$ cat config.mk
export PLATFORM = sky130hd
export DESIGN_NAME = max_pool_stage_flat
export DESIGN_NICKNAME = d
export VERILOG_FILES = /design/src/rtl/max_pool_stage_if.sv /design/src/rtl/max_pool_stage.sv /design/src/flat_wrapper.sv
export SDC_FILE = /design/constraint.sdc
export NUM_CORES = 1
export LEC_CHECK = 0
export BUFFER_PORTS_ARGS = -buffer_cell sky130_fd_sc_hd__buf_2
export CAP_MARGIN = 30
export CORE_MARGIN = 2
export CORE_UTILIZATION = 35
export DETAILED_ROUTE_END_ITERATION = 8
export MAX_ROUTING_LAYER = met4
export PLACE_DENSITY = 0.61
export SLEW_MARGIN = 10
export SYNTH_ARGS = -nofsm -noshare
export SYNTH_HDL_FRONTEND = slang
export SYNTH_SLANG_ARGS = --single-unit
$ cat constraint.sdc
create_clock -name clk -period 12 [get_ports clk]
set_clock_uncertainty 0.05 [all_clocks]
set_input_delay 1.8 -clock clk [delete_from_list [all_inputs] [get_ports clk]]
set_output_delay 1.8 -clock clk [all_outputs]
set_load 0.005 [all_outputs]
$ cat src/rtl/max_pool_stage_if.sv
// Sample stream into the pooling stage and pooled stream out of it.
// master drives samples (convolver side), slave is the pooling stage.
interface max_pool_stage_if #(parameter int N = 16);
  logic [N-1:0] data_in;
  logic         valid_in;
  logic [N-1:0] data_out;
  logic         valid_out;
  logic         end_pool;

  modport master (output data_in, valid_in, input data_out, valid_out, end_pool);
  modport slave  (input data_in, valid_in, output data_out, valid_out, end_pool);
endinterface

$ cat src/rtl/max_pool_stage.sv
// Streaming p x p non-overlapping max pooling over an m x m raster feature map,
// with optional ReLU; one line buffer of per-column partial maxima.
module max_pool_stage #(
  parameter int         N    = 16,
  parameter int         Q    = 12,
  parameter logic [8:0] m    = 9'h002,
  parameter int         p    = 2,
  parameter int         RELU = 0
) (
  input logic clk,
  input logic global_rst,
  input logic ce,
  max_pool_stage_if.slave s
);
  localparam int M   = int'(m);
  localparam int PW  = M / p;
  localparam int VL  = PW * p;
  localparam int CLW = $clog2(M + 1);
  localparam int HW  = $clog2(p);
  localparam int PCW = (PW > 1) ? $clog2(PW) : 1;
  localparam int LBD = 1 << PCW;
  localparam logic [CLW-1:0] LAST = CLW'(M - 1);
  localparam logic [CLW-1:0] VLIM = CLW'(VL);
  localparam logic [HW-1:0]  HLST = HW'(p - 1);

  if (p < 2 || Q >= N) begin : g_bad_param
    $error("max_pool_stage: need p >= 2 and Q < N");
  end

  function automatic logic [N-1:0] smax(input logic [N-1:0] a, input logic [N-1:0] b);
    return ($signed(a) > $signed(b)) ? a : b;
  endfunction

  logic [CLW-1:0] col_q, col_d, row_q, row_d;
  logic [HW-1:0]  hcnt_q, hcnt_d, vcnt_q, vcnt_d;
  logic [PCW-1:0] pc_q, pc_d;
  logic [N-1:0]   hmax_q, hmax_d, dout_q, dout_d;
  logic           vout_q, vout_d, ep_q, ep_d;
  logic [N-1:0]   lb_q [LBD];

  logic           acc, in_reg, col_last, row_last, lb_we;
  logic [N-1:0]   x, w, lb_rd, lb_wd;

  always_comb begin
    acc      = ce & s.valid_in;
    x        = ((RELU != 0) && s.data_in[N-1]) ? '0 : s.data_in;
    in_reg   = (col_q < VLIM) && (row_q < VLIM);
    col_last = (col_q == LAST);
    row_last = (row_q == LAST);
    w        = (hcnt_q == '0) ? x : smax(hmax_q, x);
    lb_rd    = lb_q[pc_q];

    col_d  = col_q;
    row_d  = row_q;
    hcnt_d = hcnt_q;
    vcnt_d = vcnt_q;
    pc_d   = pc_q;
    hmax_d = hmax_q;
    dout_d = dout_q;
    vout_d = 1'b0;
    ep_d   = acc && col_last && row_last;
    lb_we  = 1'b0;
    lb_wd  = w;

    if (acc) begin
      col_d = col_last ? '0 : col_q + CLW'(1);
      if (in_reg) begin
        hmax_d = w;
        hcnt_d = (hcnt_q == HLST) ? '0 : hcnt_q + HW'(1);
        pc_d   = (hcnt_q == HLST) ? pc_q + PCW'(1) : pc_q;
        if (hcnt_q == HLST) begin
          // Bottom window row emits; earlier rows fold into the line buffer.
          if (vcnt_q == HLST) begin
            vout_d = 1'b1;
            dout_d = smax(lb_rd, w);
          end else begin
            lb_we = 1'b1;
            lb_wd = (vcnt_q == '0) ? w : smax(lb_rd, w);
          end
        end
      end
      if (col_last) begin
        hcnt_d = '0;
        pc_d   = '0;
        row_d  = row_last ? '0 : row_q + CLW'(1);
        vcnt_d = (row_last || vcnt_q == HLST) ? '0 : vcnt_q + HW'(1);
      end
    end
  end

  always_ff @(posedge clk) begin
    if (global_rst) begin
      col_q  <= '0;
      row_q  <= '0;
      hcnt_q <= '0;
      vcnt_q <= '0;
      pc_q   <= '0;
      hmax_q <= '0;
      dout_q <= '0;
      vout_q <= 1'b0;
      ep_q   <= 1'b0;
      for (int i = 0; i < LBD; i++) lb_q[i] <= '0;
    end else begin
      col_q  <= col_d;
      row_q  <= row_d;
      hcnt_q <= hcnt_d;
      vcnt_q <= vcnt_d;
      pc_q   <= pc_d;
      hmax_q <= hmax_d;
      dout_q <= dout_d;
      vout_q <= vout_d;
      ep_q   <= ep_d;
      if (lb_we) lb_q[pc_q] <= lb_wd;
    end
  end

  assign s.data_out  = dout_q;
  assign s.valid_out = vout_q;
  assign s.end_pool  = ep_q;
endmodule

$ cat src/flat_wrapper.sv
// flat-port wrapper written by rule: the top's interface ports become plain ports
module max_pool_stage_flat 
#(
  parameter int         N    = 16,
  parameter int         Q    = 12,
  parameter logic [8:0] m    = 9'h002,
  parameter int         p    = 2,
  parameter int         RELU = 0
)
  (clk, global_rst, ce, s_data_in, s_valid_in, s_data_out, s_valid_out, s_end_pool);
  max_pool_stage_if #(.N(N)) s_i ();
  input logic clk;
  input logic global_rst;
  input logic ce;
  input wire logic [$bits(s_i.data_in)-1:0] s_data_in;
  input wire logic [$bits(s_i.valid_in)-1:0] s_valid_in;
  output wire logic [$bits(s_i.data_out)-1:0] s_data_out;
  output wire logic [$bits(s_i.valid_out)-1:0] s_valid_out;
  output wire logic [$bits(s_i.end_pool)-1:0] s_end_pool;
  assign s_i.data_in = s_data_in;
  assign s_i.valid_in = s_valid_in;
  assign s_data_out = s_i.data_out;
  assign s_valid_out = s_i.valid_out;
  assign s_end_pool = s_i.end_pool;
  max_pool_stage #(.N(N), .Q(Q), .m(m), .p(p), .RELU(RELU)) u_core (.clk(clk), .global_rst(global_rst), .ce(ce), .s(s_i));
endmodule
==> flow_metrics.tcl, run 1 <==
set metrics [dict create \
    viasPerCell 5.147 \
    stdcell_area_um2 4628 \
    max_stage_delay_ps 760 \
    die_h_um 111.5 \
    rows 39 \
    h-tree-depth 3 \
    cts.sinks 74 \
    die_area_um2 12440 \
    startpoint "s_data_in[11]" \
    yosysMostFrequentCell "nor2_1" \
    drtPass1Iterations 4 \
    grt_first_pass_wirelength_um 15070 \
    drt-initial-drc-count 139 \
    yosys-top-cells-count "nor2_1, dfxtp_1, edfxtp_1, ha_1, nand2_1" \
    ys_warn_count 0 \
    sequentialPowerShare_pct 46.1 \
    synthAdderAreaFrac_pct 9.892 \
    grt_max_degree 38 \
    ys_top_cells_by_area "edfxtp_1, dfxtp_1, ha_1" \
    clkPwrFrac_pct 40.0 \
    cts_root_buffer "clkbuf_16" \
    place_hpwl_um 6463 \
    start_util_pct 35.60 \
    post-cts-setup-buffer-count 0 \
    finalSetupViolCount 0 \
    fin_crit_sh_pct 57.42 \
    ir_drop_mv 0.06689 \
    fin_util_pct 40.71 \
    synth_compound_area_share_pct 17.81 \
    synth_top_area_share_pct 23.74 \
    postSynthAreaPerCell_um2 10.82 \
    routed_wl_um 9060 \
    synth_top_family_by_area "compound AO/OA/AOI/OAI gates" \
    area_growth_pct 14.34 \
    cts.clk_slew.worst_paths_ps 60 \
    path_cells "buf_2 > inv_1 > ha_1 > a21oi_1 > o221ai_1 > a211o_1 > o311ai_4 > buf_4 > mux2i_1 > ha_1 > nand4_1 > or3_1 > a21oi_1 > o311a_1 > or3_1 > o211ai_1" \
    synth-seq-area-share_pct 44.51 \
    required_ps 12130 \
    rsz0062_at_grt "false" \
    cts_buffer_depth 2 \
    synth_ff_type "dfxtp_1" \
    worstPathArrival_ps 7020 \
    min_path_type "reg -> reg" \
    cp_max_fo 17 \
    syn_nets 426 \
    async_flop_share_pct 0 \
    min_from "u_core.col_q[1]" \
    dieWidth_um 111.5 \
    end_kind "register" \
    clk_latency_ps 340 \
    routedWlPerCell_um 16.29 \
    antenna_found_initial 0 \
    gp_congestion 0.7877 \
    tritoncts "built" \
    maxCapViolCount 0 \
    cts_hold_buf 0 \
    r2r-start "u_core.hmax_q[11]" \
    cellInternalPower_uw 443.3 \
    status "completed" \
    worst_slew_pin_slew_ps 874.8 \
    crit_family "compound AO/OA/AOI/OAI gates" \
    ant_nets 0 \
    hold_viol 0 \
    crit_slowest_cell "o311ai_4" \
    synth_area_leader_cell "edfxtp_1" \
    ys_seq_elements 74 \
    p_sw_uw 161.2 \
    max_freq_mhz 145.1 \
    synth_edf_count 32 \
    synth_cell_types 48 \
    synth_cells 374 \
    nNetsFinal 460 \
    pin_count 38 \
    p_sw_share_pct 26.67 \
    cp-start-kind "input pin" \
    cts-resized-gates 0 \
    port_buffers 37 \
    synth-simple-area-share_pct 11.78 \
    fin_crit_ps 6891 \
    drv_slew 0 \
    num_antenna_cells 0 \
    num_vias 2862 \
    slew_headroom_pct 41.68 \
    placed_area_um2 4364 \
    leakagePower_nw 1.921 \
    grt_overflow 0 \
    powerDensity_nw_per_um2 130.6 \
    synth_mux_area_share_pct 11.25 \
    path_class "in -> reg" \
    drive_above_1_share_pct 25.42 \
    combPwrFrac_pct 14.0 \
    drc_errors 0 \
    grt_use_total_pct 15.82 \
    crit_buf_inv 3 \
    syn_area_um2 4048 \
    core_um2 11370 \
    grt_pass1_vias 2884 \
    cts_buffers 9 \
    synth-xor-area-share_pct 0.4328 \
    fin_tns_setup_ps 0 \
]
cells by family after synthesis:
family,count (synthesis)
AO/OA/AOI/OAI,85
XOR/XNOR,2
adder cells (fa/ha/maj),32
buffers and inverters,41
flip-flops,74
multiplexers,32
AND/OR/NAND/NOR,108
per-stage QoR:
stage | std cells | hold slack, ps | setup WS [ps] | power, mW
final | 556 | 413.6 | 5109 | 0.6046
after global routing | 556 | 457.1 | 4700 | 0.6288
after CTS | 556 | 413.6 | 5133 | 0.6083
after detailed placement | 540 | 408.2 | 4787 | 0.3678
after global placement | 540 | 398.8 | 4999 | 0.3657
after floorplan | 374 | 372.6 | 6086 | 0.3440
final cells by class:
cell class                 count  area [um^2]
sequential                    74         1802
multi-input combinational    259         2082
tap                          143        178.9
fill                        1098         6741
inverter                      23        86.33
timing repair buffer          41        215.2
clock buffer                  11        232.7
clock inverter                 5        31.28
registers in the layout (all words and copies together), names as in the netlist, named ones only:
register and count:
u_core.pc_q 1, u_core.s.valid_out 1, u_core.hcnt_q 1, u_core.lb_q 32
u_core.hmax_q 16, u_core.s.end_pool 1, u_core.col_q 2, u_core.vcnt_q 1
u_core.row_q 2, u_core.s.data_out 16
cells in the final DEF (no fill, tap or decap), types with 3 or more instances in the layout:
cell type and count:
a211oi_2 10, ha_1 32, mux2_2 15, o211ai_1 23, a311oi_1 3, mux2i_1 7
dfxtp_1 42, a21oi_1 16, o211ai_2 10, nand4_1 6, clkbuf_16 9, nand2_1 29
nor2_1 56, o21ai_0 3, edfxtp_1 32, clkinvlp_4 3, buf_4 4, buf_2 37
inv_1 23, mux2i_4 9, a211oi_1 7
worst paths after layout:
kind              depth (start not counted)  slack [ps]               endpoint
setup / recovery                         16        5110  u_core.s.data_out[11]
hold / removal                            2         410        u_core.col_q[1]
setup reg to reg                         14        6400  u_core.s.data_out[11]
hold reg to reg                           2         410        u_core.col_q[1]
worst register-to-register path: cells and delay by family, from the launching register on:
family | cells | cell delay (ps)
multiplexers | 1 | 490
adder cells (fa/ha/maj) | 2 | 510
flip-flops | 1 | 330
AO/OA/AOI/OAI | 7 | 2400
AND/OR/NAND/NOR | 3 | 1280
buffers and inverters | 1 | 410
power by group through the flow:
stage          clock network, mW  registers (mW)  logic (mW)
2_1_floorplan                  0           0.281      0.0627
3_3_place_gp                   0           0.284      0.0821
3_5_place_dp                   0           0.284      0.0839
4_1_cts                    0.245           0.279      0.0848
5_1_grt                    0.255           0.280      0.0942
6_report                   0.242           0.278      0.0843
metal layers:
metal	share of wire [%]	track usage [%]	vias up	routed length [um]
met5	0	-	-	0
met4	1.9	5.103	0	170
met3	3.8	4.028	15	344
met2	44	23.46	46	4015
met1	50	21.26	1354	4530
li1	-	-	1447	-
(Power assumes the default switching activity.)
==> inputs of run 2 (changes only) <==
Clock period 12 ns to 7.05 ns, I/O delays scaled along.
==> run 2 against run 1 <==
Sequential power is 71% higher. Final cell count is 1.3% higher. Die area stayed put. Combinational power is 77% higher. Final area is 2.1% higher. Flip-flop and latch count stayed put. Critical endpoint is now u_core.s.data_out[13]. Largest cell class unchanged.
==> flow_metrics.tcl, run 2 (synthesis results as in run 1) <==
set metrics [dict create \
    status "completed" \
    use_met3_pct 3.647 \
    max_stage_delay_ps 750 \
    layout_commonest_cell "nor2_1" \
    place_ws_ps 891.0 \
    worst_slack_ps 1211 \
    clk_latency_ps 340 \
    min_path_type "reg -> reg" \
    p_sw_share_pct 26.92 \
    cp-start-kind "input pin" \
    top_usage_layer "met2" \
    grt_max_degree 38 \
    slew_headroom_pct 38.39 \
    required_ps 7250 \
    powerDensity_nw_per_um2 232.5 \
    start_util_pct 35.60 \
    drv_slew 0 \
    gp_congestion 0.7708 \
    die_area_um2 12440 \
    top_register "u_core.lb_q" \
    cts-resized-gates 0 \
    grt_use_total_pct 15.22 \
    p_sw_uw 295.8 \
    gr-usage-met2_pct 21.79 \
    nNetsFinal 467 \
    dieWidth_um 111.5 \
    finalSetupViolCount 0 \
    cp_max_fo 17 \
    rsz0062_at_grt "false" \
    hold_viol 0 \
    maxCapViolCount 0 \
    die_h_um 111.5 \
    cts_buffer_depth 2 \
    grt_first_pass_wirelength_um 14590 \
    tritoncts "built" \
    h-tree-depth 3 \
    stdcell_area_um2 4725 \
    path_class "in -> reg" \
    final_cell_mix "nor2_1, dfxtp_1, buf_2, ha_1, edfxtp_1" \
    crit_slowest_cell "o311ai_4" \
    grt_overflow 0 \
    end_kind "register" \
    placed_area_um2 4417 \
    ant_nets 0 \
    leakagePower_nw 1.981 \
    antenna_found_initial 0 \
    max_freq_mhz 171.3 \
    combPwrFrac_pct 13.5 \
    cts.sinks 74 \
    cts_root_buffer "clkbuf_16" \
    drt-initial-drc-count 162 \
    post-cts-setup-buffer-count 0 \
    met1_usage_pct 21.66 \
    ir_drop_mv 0.1248 \
    pin_count 38 \
    fin_crit_ps 5839 \
    seqCellArea_um2 1802 \
    cts_buffers 9 \
    cellInternalPower_uw 802.8 \
    drive_above_1_share_pct 27.38 \
    place_hpwl_um 6252 \
    fin_cells 563 \
    num_antenna_cells 0 \
    num_vias 2946 \
    clkPwrFrac_pct 43.3 \
    largest_reg_flops 32 \
    path_cells "buf_2 > inv_1 > ha_1 > a21oi_1 > o221ai_1 > a211o_1 > o311ai_4 > buf_4 > mux2i_4 > ha_1 > a21oi_1 > o21ai_0 > o2bb2ai_1 > o311a_1 > buf_4 > or3_1 > o211ai_1" \
    worstPathArrival_ps 6040 \
    area_growth_pct 16.72 \
    fin_crit_sh_pct 82.83 \
    routedWlPerCell_um 15.90 \
    port_buffers 37 \
    drc_errors 0 \
    viasPerCell 5.233 \
    cts.clk_slew.worst_paths_ps 60 \
    nFillCells 1114 \
    routed_wl_um 8953 \
    sequentialPowerShare_pct 43.1 \
    grt_pass1_vias 2768 \
    dp_cells 547 \
    cts_hold_buf 0 \
    drtPass1Iterations 4 \
    holdWs_ps 411.7 \
    core_um2 11370 \
    fin_tns_setup_ps 0 \
    multi_input_area_um2 2082 \
    worst_slew_pin_slew_ps 924.2 \
    rows 39 \
]
run 2: final timing paths:
kind / start / endpoint / slack (ps) / cells after the start
setup / recovery: s_data_in[13] / u_core.s.data_out[13] / 1210 / 17
hold / removal: u_core.col_q[1] / u_core.col_q[1] / 410 / 2
setup reg to reg: u_core.hmax_q[13] / u_core.s.data_out[13] / 1750 / 15
hold reg to reg: u_core.col_q[1] / u_core.col_q[1] / 410 / 2
run 2: power by group through the flow:
stage	combinational, mW	sequential, mW	clock [mW]
final	0.149	0.474	0.476
after global routing	0.164	0.476	0.503
after CTS	0.149	0.474	0.485
after detailed placement	0.147	0.483	0
after global placement	0.145	0.482	0
after floorplan	0.107	0.479	0
run 2: per-stage QoR:
stage	utilization (%)	total power, mW
after floorplan	-	0.5856
after global placement	38.85	0.6275
after detailed placement	38.85	0.6303
after CTS	41.55	1.108
after global routing	41.55	1.143
final	41.55	1.099
run 2: area by class of cell:
cell class              instances  area share, %
inverters                      23          1.827
clock buffers                   9          4.767
well taps                     143          3.787
clock inverters                 7          1.748
flip-flops and latches         74          38.14
multi-input cells             259          44.07
repair buffers                 48          5.667
run 2: metal layers:
metal / vias up / share of wire, %
met5: - / 0
met4: 0 / 0.76
met3: 6 / 3.8
met2: 62 / 44
met1: 1414 / 51
li1: 1464 / -
run 2: worst max-delay path: cells and delay by family:
| family | cells | cell delay (ps) |
|---|---|---|
| compound gates | 9 | 2530 |
| buf+inv | 4 | 740 |
| simple gates | 1 | 690 |
| fa+ha+maj | 2 | 640 |
| mux | 1 | 370 |
==> inputs of run 3 (changes only) <==
Clock period 7.05 ns to 5.46 ns, I/O delays scaled along.
==> run 3 against run 2 <==
Setup slack lost 700 ps. Clock power is 35% higher. Register-to-register slack worse by 960 ps. Non-clock buffer count rose by 2. Sequential power grew 29%.
==> flow_metrics.tcl, run 3 (synthesis results as in run 1) <==
set metrics [dict create \
    fin_util_pct 41.82 \
    viasPerCell 5.246 \
    status "completed" \
    die_area_um2 12440 \
    cts.clk_slew.worst_paths_ps 60 \
    min_path_type "reg -> reg" \
    maxCapViolCount 0 \
    ff2ff_path_depth 14 \
    pin_count 38 \
    die_h_um 111.5 \
    cts-resized-gates 0 \
    layout_commonest_cell "nor2_1" \
    hold_viol 0 \
    gr-usage-met2_pct 23.66 \
    path_cells "buf_2 > inv_1 > ha_1 > nand4_2 > or4_4 > o21a_1 > o311ai_4 > buf_4 > mux2i_4 > ha_1 > a21oi_1 > o21a_1 > o2bb2ai_1 > o311a_1 > or3_1 > o211ai_1" \
    top_usage_layer "met2" \
    area_growth_pct 17.47 \
    h-tree-depth 3 \
    max_stage_delay_ps 690 \
    worst_slew_pin_slew_ps 938.3 \
    num_antenna_cells 0 \
    powerDensity_nw_per_um2 305.1 \
    start_util_pct 35.60 \
    slew_headroom_pct 37.44 \
    post-cts-setup-buffer-count 0 \
    largest_reg_flops 32 \
    drt-initial-drc-count 157 \
    rows 39 \
    power.total_mw 1.450 \
    num_vias 2964 \
    place_hpwl_um 6524 \
    grt_first_pass_wirelength_um 15090 \
    fin_crit_sh_pct 90.56 \
    cts.sinks 74 \
    cp-start-kind "input pin" \
    crit_slowest_cell "or3_1" \
    nFillCells 1104 \
    end_kind "register" \
    gp_congestion 0.8177 \
    routed_wl_um 9245 \
    cp_max_fo 16 \
    drc_errors 0 \
    dieWidth_um 111.5 \
    met1_usage_pct 21.79 \
    min_path_cells 2 \
    routedWlPerCell_um 16.36 \
    drv_slew 0 \
    max_freq_mhz 202.2 \
    drtPass1Iterations 4 \
    required_ps 5670 \
    drive_above_1_share_pct 27.25 \
    finalSetupViolCount 0 \
    worstPathArrival_ps 5150 \
    tritoncts "built" \
    cts_buffers 9 \
    final_cell_mix "nor2_1, dfxtp_1, buf_2, ha_1, edfxtp_1" \
    nNetsFinal 469 \
    fin_tns_setup_ps 0 \
    grt_pass1_vias 2894 \
    ir_drop_mv 0.1287 \
    use_met3_pct 3.974 \
    cts_root_buffer "clkbuf_16" \
    grt_max_degree 38 \
    leakagePower_nw 1.998 \
    antenna_found_initial 0 \
    fin_crit_ps 4945 \
    grt_use_total_pct 16.27 \
    rsz0062_at_grt "false" \
    clk_latency_ps 340 \
    ant_nets 0 \
    cts_buffer_depth 2 \
    grt_overflow 0 \
    cts_hold_buf 0 \
    core_um2 11370 \
    port_buffers 37 \
    top_register "u_core.lb_q" \
    path_class "in -> reg" \
]
run 3: final timing paths:
path	startpoint	end	slack (ps)
min	u_core.col_q[1]	u_core.col_q[1]	410
max	s_data_in[15]	u_core.s.data_out[15]	520
min reg2reg	u_core.col_q[1]	u_core.col_q[1]	410
max reg2reg	u_core.hmax_q[15]	u_core.s.data_out[15]	790
run 3: critical path, delay by kind of cell:
family / cells / cell delay (ps)
AND/OR/NAND/NOR: 3 / 1410
buffers and inverters: 3 / 470
adder cells (fa/ha/maj): 2 / 630
AO/OA/AOI/OAI: 7 / 1430
multiplexers: 1 / 390
run 3: area by class of cell:
cell class                 instances  area, um^2  share of cell area [%]
clock buffer                      12       246.5                   5.184
sequential                        74        1802                   37.89
tap                              143       178.9                   3.763
clock inverter                     4       76.32                   1.605
timing repair buffer              50       282.8                   5.947
inverter                          23       86.33                   1.816
multi-input combinational        259        2082                   43.79
run 3: through the flow:
step / setup slack, ps / hold WS (ps) / instances / cell area, um^2
4_1_cts: 533.4 / 415.5 / 565 / 4755
2_1_floorplan: 526.5 / 372.6 / 374 / 4048
6_report: 515.2 / 413.1 / 565 / 4755
5_1_grt: 152.4 / 430.5 / 565 / 4755
3_5_place_dp: 191.2 / 405.4 / 549 / 4432
3_3_place_gp: 199.5 / 398.5 / 549 / 4432
run 3: layer usage:
layer | part of all wire [%] | vias up
li1 | - | 1474
met1 | 49 | 1420
met2 | 45 | 58
met3 | 5.1 | 12
met4 | 1.8 | 0
met5 | 0 | -
run 3: power by group:
| part | switching (mW) | total, mW | internal (mW) |
|---|---|---|---|
| logic | 0.116 | 0.195 | 0.0792 |
| clock network | 0.228 | 0.643 | 0.414 |
| registers | 0.0158 | 0.613 | 0.597 |
| total | 0.360 | 1.45 | 1.09 |
